--- src/rtl/img_pkg.sv ---
// Shared constants and helpers for the image point-operation engine.
package img_pkg;

  localparam int unsigned CH_W   = 8;
  localparam int unsigned PROD_W = 18;
  localparam int unsigned CSHIFT = 6;

  localparam logic [CH_W-1:0] MID = 8'd128;

  localparam logic [2:0] MOD_PASS      = 3'd0;
  localparam logic [2:0] MOD_BRIGHT_UP = 3'd1;
  localparam logic [2:0] MOD_BRIGHT_DN = 3'd2;
  localparam logic [2:0] MOD_INVERT    = 3'd3;
  localparam logic [2:0] MOD_GRAY      = 3'd4;
  localparam logic [2:0] MOD_THRESH    = 3'd5;
  localparam logic [2:0] MOD_CONTRAST  = 3'd6;

  // Clamp a signed intermediate into the 0..255 channel range.
  function automatic logic [CH_W-1:0] clamp_u8(input logic signed [PROD_W-1:0] v);
    logic [CH_W-1:0] r;
    if (v < 0) begin
      r = 8'h00;
    end else if (v > $signed(18'd255)) begin
      r = 8'hFF;
    end else begin
      r = v[CH_W-1:0];
    end
    return r;
  endfunction

endpackage

--- src/rtl/channel_op.sv ---
// Combinational per-channel point operation; modes other than the
// per-channel ones fall through to pass.
module channel_op
  import img_pkg::*;
(
  input  logic [2:0]      sel_i,
  input  logic [CH_W-1:0] val_i,
  input  logic [CH_W-1:0] x_i,
  output logic [CH_W-1:0] y_c
);

  logic [CH_W:0]                up_sum;
  logic signed [CH_W:0]         diff;
  logic signed [PROD_W-1:0]     diff_x;
  logic signed [PROD_W-1:0]     val_x;
  logic signed [PROD_W-1:0]     prod;
  logic signed [PROD_W-1:0]     scaled;

  always_comb begin
    up_sum = {1'b0, x_i} + {1'b0, val_i};
    diff   = $signed({1'b0, x_i}) - $signed({1'b0, MID});
    diff_x = $signed({{(PROD_W-CH_W-1){diff[CH_W]}}, diff});
    val_x  = $signed({{(PROD_W-CH_W){1'b0}}, val_i});
    prod   = diff_x * val_x;
    // Arithmetic shift floors toward -inf; gain is val/64.
    scaled = (prod >>> CSHIFT) + $signed({{(PROD_W-CH_W){1'b0}}, MID});

    y_c = x_i;
    case (sel_i)
      MOD_BRIGHT_UP: y_c = up_sum[CH_W] ? 8'hFF : up_sum[CH_W-1:0];
      MOD_BRIGHT_DN: y_c = (x_i > val_i) ? (x_i - val_i) : 8'h00;
      MOD_INVERT:    y_c = 8'hFF - x_i;
      MOD_CONTRAST:  y_c = clamp_u8(scaled);
      default:       y_c = x_i;
    endcase
  end

endmodule

--- src/rtl/image_processor.sv ---
// Single-cycle pixel point-operation engine: three channel units plus
// gray/threshold logic feeding registered outputs.
module image_processor
  import img_pkg::*;
(
  input  logic            clk,
  input  logic            reset,
  input  logic [2:0]      sel_mod,
  input  logic [CH_W-1:0] val,
  input  logic [CH_W-1:0] red,
  input  logic [CH_W-1:0] green,
  input  logic [CH_W-1:0] blue,
  input  logic            done_in,
  output logic            done_out,
  output logic [CH_W-1:0] red_o,
  output logic [CH_W-1:0] green_o,
  output logic [CH_W-1:0] blue_o
);

  logic [CH_W-1:0] r_ch, g_ch, b_ch;
  logic [CH_W-1:0] gray;
  logic [CH_W-1:0] thr;

  logic            done_q, done_d;
  logic [CH_W-1:0] r_q, r_d, g_q, g_d, b_q, b_d;

  channel_op u_ch_r (.sel_i(sel_mod), .val_i(val), .x_i(red),   .y_c(r_ch));
  channel_op u_ch_g (.sel_i(sel_mod), .val_i(val), .x_i(green), .y_c(g_ch));
  channel_op u_ch_b (.sel_i(sel_mod), .val_i(val), .x_i(blue),  .y_c(b_ch));

  always_comb begin
    gray = {2'b00, red[CH_W-1:2]} + {1'b0, green[CH_W-1:1]} + {2'b00, blue[CH_W-1:2]};
    thr  = (gray >= val) ? 8'hFF : 8'h00;

    done_d = done_in;
    r_d    = r_q;
    g_d    = g_q;
    b_d    = b_q;
    // Result channels only move on a valid pixel; otherwise they hold.
    if (done_in) begin
      case (sel_mod)
        MOD_GRAY: begin
          r_d = gray; g_d = gray; b_d = gray;
        end
        MOD_THRESH: begin
          r_d = thr;  g_d = thr;  b_d = thr;
        end
        default: begin
          r_d = r_ch; g_d = g_ch; b_d = b_ch;
        end
      endcase
    end
  end

  always_ff @(posedge clk) begin
    if (reset) begin
      done_q <= 1'b0;
      r_q    <= '0;
      g_q    <= '0;
      b_q    <= '0;
    end else begin
      done_q <= done_d;
      r_q    <= r_d;
      g_q    <= g_d;
      b_q    <= b_d;
    end
  end

  assign done_out = done_q;
  assign red_o    = r_q;
  assign green_o  = g_q;
  assign blue_o   = b_q;

endmodule

--- config.mk ---
export PLATFORM = sky130hd
export DESIGN_NAME = image_processor
export DESIGN_NICKNAME = d
export VERILOG_FILES = /design/src/rtl/img_pkg.sv /design/src/rtl/channel_op.sv /design/src/rtl/image_processor.sv
export SDC_FILE = /design/constraint.sdc
export NUM_CORES = 1
export LEC_CHECK = 0
export ABC_CLOCK_PERIOD_IN_PS = 24700
export CORE_UTILIZATION = 50
export DETAILED_ROUTE_END_ITERATION = 6
export GPL_TIMING_DRIVEN = 0
export PLACE_DENSITY = 0.68
export SYNTH_ARGS = -nofsm -noshare
export SYNTH_HDL_FRONTEND = slang
export SYNTH_HIERARCHICAL = 1
export SYNTH_SLANG_ARGS = --single-unit
export TNS_END_PERCENT = 1
--- constraint.sdc ---
create_clock -name clk -period 24.7 [get_ports clk]
set_input_delay 7.41 -clock clk [delete_from_list [all_inputs] [get_ports clk]]
set_output_delay 7.41 -clock clk [all_outputs]
set_load 0.1 [all_outputs]
==> run metrics, run 1 <==
Max Cap Viol=0; die footprint=around 0.027 mm^2; hold path cells=2; sequential element share of the synthesized area=3.81%; Period Utilization, post-route=between 60% and 70%; hold buffers post-CTS=0; crit path kind=in2reg; DIE HEIGHT=roughly 160 um; CTS H-tree lvls=1; TritonCTS buffer count=3; # Post-CTS Setup Buffers=0; slowest CP cell=clkdlybuf4s50_1; largest net degree at the start of global routing=29; WP buf/inv=4; Syn. warnings=6; final wirelength=roughly 36000 um; Final WS setup=approximately 9.5 ns; TritonCTS clock tree=done; final setup violation count=0; most common cell after layout, fill and taps aside=inv_1; Synth cell types=between 100 and 150; vias in the first global route=11461; share of layout cells above drive strength 1=5.28%; highest metal used=met4; IO Port Bufs=60; HP Class=reg2reg; nets@finish=~2100; CP top delay family=adder cells; ys async rst share=0%; Routed Antenna Nets=0; crit-path max cell delay=approximately 1.3 ns; vias per cell=between 5 and 6; RSZ-0062 raised after global routing=no; wire length on met3=between 2000 and 3000 um; Layout area overhead=8.32%; endpoints failing hold=0; worst vdd ir=roughly 0.15 mV; Clock transition at path regs=0.07 ns; worst clock skew=0 ns; worst path required time=about 25 ns; Post-DP HPWL=29400 um; Setup TNS Final=0 ns; Worst Hold Margin=around 0.5 ns; Clock Latency Late Sink=0.25 ns; 1st-iter DRT viols=~1100; pwr/cell area=roughly 110 mW/mm^2; post-route DRC violation count=0; Synth Flop Type=dfxtp_1; Max Root-Sink Buffers=2; maximum clock frequency=65.8 MHz; via count=about 12000; Worst Path Arrival=15.33 ns; most frequent cells in the layout=338 x inv_1, 178 x fa_1, 164 x ha_1; Site Rows=between 50 and 60; Initial Utilization=roughly 52%; Resize count post-CTS=0; Synth Cell Area=~0.013 mm^2; WP depth=25; gpl congestion=0.996; fin. max-slew vios=0; core area=around 0.025 mm^2; Place WS=9.38 ns; Worst R2R Path Depth=2; Worst Path Max Fanout=25; slew at the pin closest to its max-slew limit=approximately 1.3 ns; first-pass GRT wire length=slightly below 60000 um; Reg2Reg Setup Slack=between 20 and 25 ns; First-pass DRT Iterations=5; gate count after technology mapping=around 1600; All-Layer GR Usage=between 20 and 30%; WL met1=roughly 16000 um; worst rel slew slack=between 10% and 20%; Post-synth EDFFs=0; outcome=finished clean; met2 wire length=15900 um; CTS Root Cell=clkbuf_16; number of synthesized register bits=25; routed length per placed instance=roughly 17 um; Syn Area/Cell=8.00 um^2; min Tclk post-route=approximately 15 ns; IO Pins=63; chip width=approximately 160 um; most frequent CP cell=fa_1; total grt overflow=0; clock sinks=25; antenna violations before repair=0; crit end category=flip-flop; Syn Nets=between 2000 and 2500; Leak Pwr=slightly below 7 nW; startpoint types=input port
[synthesized netlist by cell type (10+ instances only)]
library cell / n / area [um^2]
xnor2_1: 34 / 298
a21oi_1: 91 / 455
nor3_1: 21 / 105
o21ai_0: 42 / 210
nand3_1: 10 / 50.1
nand2_1: 141 / 529
nor2b_1: 12 / 75.1
and3_1: 10 / 62.6
o21a_1: 14 / 105
xor2_1: 22 / 193
a21o_1: 14 / 105
dfxtp_1: 25 / 500
and2_1: 57 / 357
fa_1: 178 / 3560
o21bai_1: 10 / 75.1
o211ai_1: 17 / 128
clkbuf_1: 27 / 101
nand2b_1: 16 / 100
a311oi_1: 22 / 193
a221oi_1: 13 / 114
nor2_1: 154 / 578
a211oi_1: 21 / 158
inv_1: 338 / 1270
ha_1: 164 / 2050
[power breakdown]
part | internal [W] | total [W] | switching, W
Sequential | 0.0000468 | 0.0000507 | 0.00000390
Clock | 0.0000220 | 0.0000366 | 0.0000147
Combinational | 0.000566 | 0.00148 | 0.000916
[stage by stage]
step / instance area [um^2] / power (W) / instances / util [%]
after floorplan: 13100 / 0.00120 / 1642 / -
after global placement: 14200 / 0.00149 / 2032 / 55.6
after detailed placement: 14200 / 0.00152 / 2032 / 55.6
after CTS: 14200 / 0.00156 / 2036 / 55.9
after global routing: 14200 / 0.00174 / 2036 / 55.9
final: 14200 / 0.00157 / 2037 / 55.9
[cells by family after synthesis]
| family | count (synthesis) | share of synthesized area, % |
|---|---|---|
| and+or+nand+nor | 488 | 18.5 |
| buffers and inverters | 379 | 11.3 |
| adders and majority gates | 342 | 42.7 |
| AOI/OAI and AO/OA | 339 | 18.6 |
| xor gates and xnor gates | 61 | 4.44 |
| DFF | 25 | 3.81 |
| muxes | 8 | 0.610 |
[per-layer routing]
metal | GRT usage (%) | vias to the layer above
met5 | 0 | -
met4 | 4.63 | 0
met3 | 3.51 | 38
met2 | 44.0 | 409
met1 | 40.3 | 5607
li1 | - | 5521
[layout make-up]
type	instances	area, um^2
inverters	340	1280
repair buffers	60	596
plain buffers	39	204
multi-input cells	1238	11200
clock buffers	3	75.1
clock inverters	1	7.51
well taps	330	413
flip-flops and latches	25	500
fillers	2395	11200
diodes	1	2.50
[final timing paths]
path	endpoint	startpoint
worst max-delay path	red_o[2]	val[1]
worst max register to register	green_o[1]	green_o[1]
worst min register to register	blue_o[3]	blue_o[3]
worst min-delay path	blue_o[3]	blue_o[3]
[state kept, by name, indices dropped and copies added, names as in the netlist]
register,count
blue_o,8
green_o,8
red_o,8
done_out,1
[worst register-to-register path: stages (launching register included)]
cell      delay, ns
dfxtp_1        0.34
nor2_1         0.05
a311oi_1       0.28
(Power assumes the default switching activity.)
==> inputs of run 2 (changes only) <==
--- a/config.mk
+++ b/config.mk
@@ -5,7 +5,7 @@
 export SDC_FILE = /design/constraint.sdc
 export NUM_CORES = 1
 export LEC_CHECK = 0
-export ABC_CLOCK_PERIOD_IN_PS = 24700
+export ABC_CLOCK_PERIOD_IN_PS = 14420
 export CORE_UTILIZATION = 50
 export DETAILED_ROUTE_END_ITERATION = 6
 export GPL_TIMING_DRIVEN = 0
==> constraint.sdc (replaced) <==
create_clock -name clk -period 14.42 [get_ports clk]
set_input_delay 4.326 -clock clk [delete_from_list [all_inputs] [get_ports clk]]
set_output_delay 4.326 -clock clk [all_outputs]
set_load 0.1 [all_outputs]
==> results of run 2 <==
Same layout as run 1 (identical final DEF). Status: finished clean.
Main changes from that run: setup slack after placement 9.38 ns -> 2.19 ns; setup slack after layout 9.50 ns -> 2.31 ns; register-to-register setup slack 23.94 ns -> 13.66 ns; total power 0.00157 W -> 0.00269 W; worst IR drop on VDD 0.150 mV -> 0.257 mV
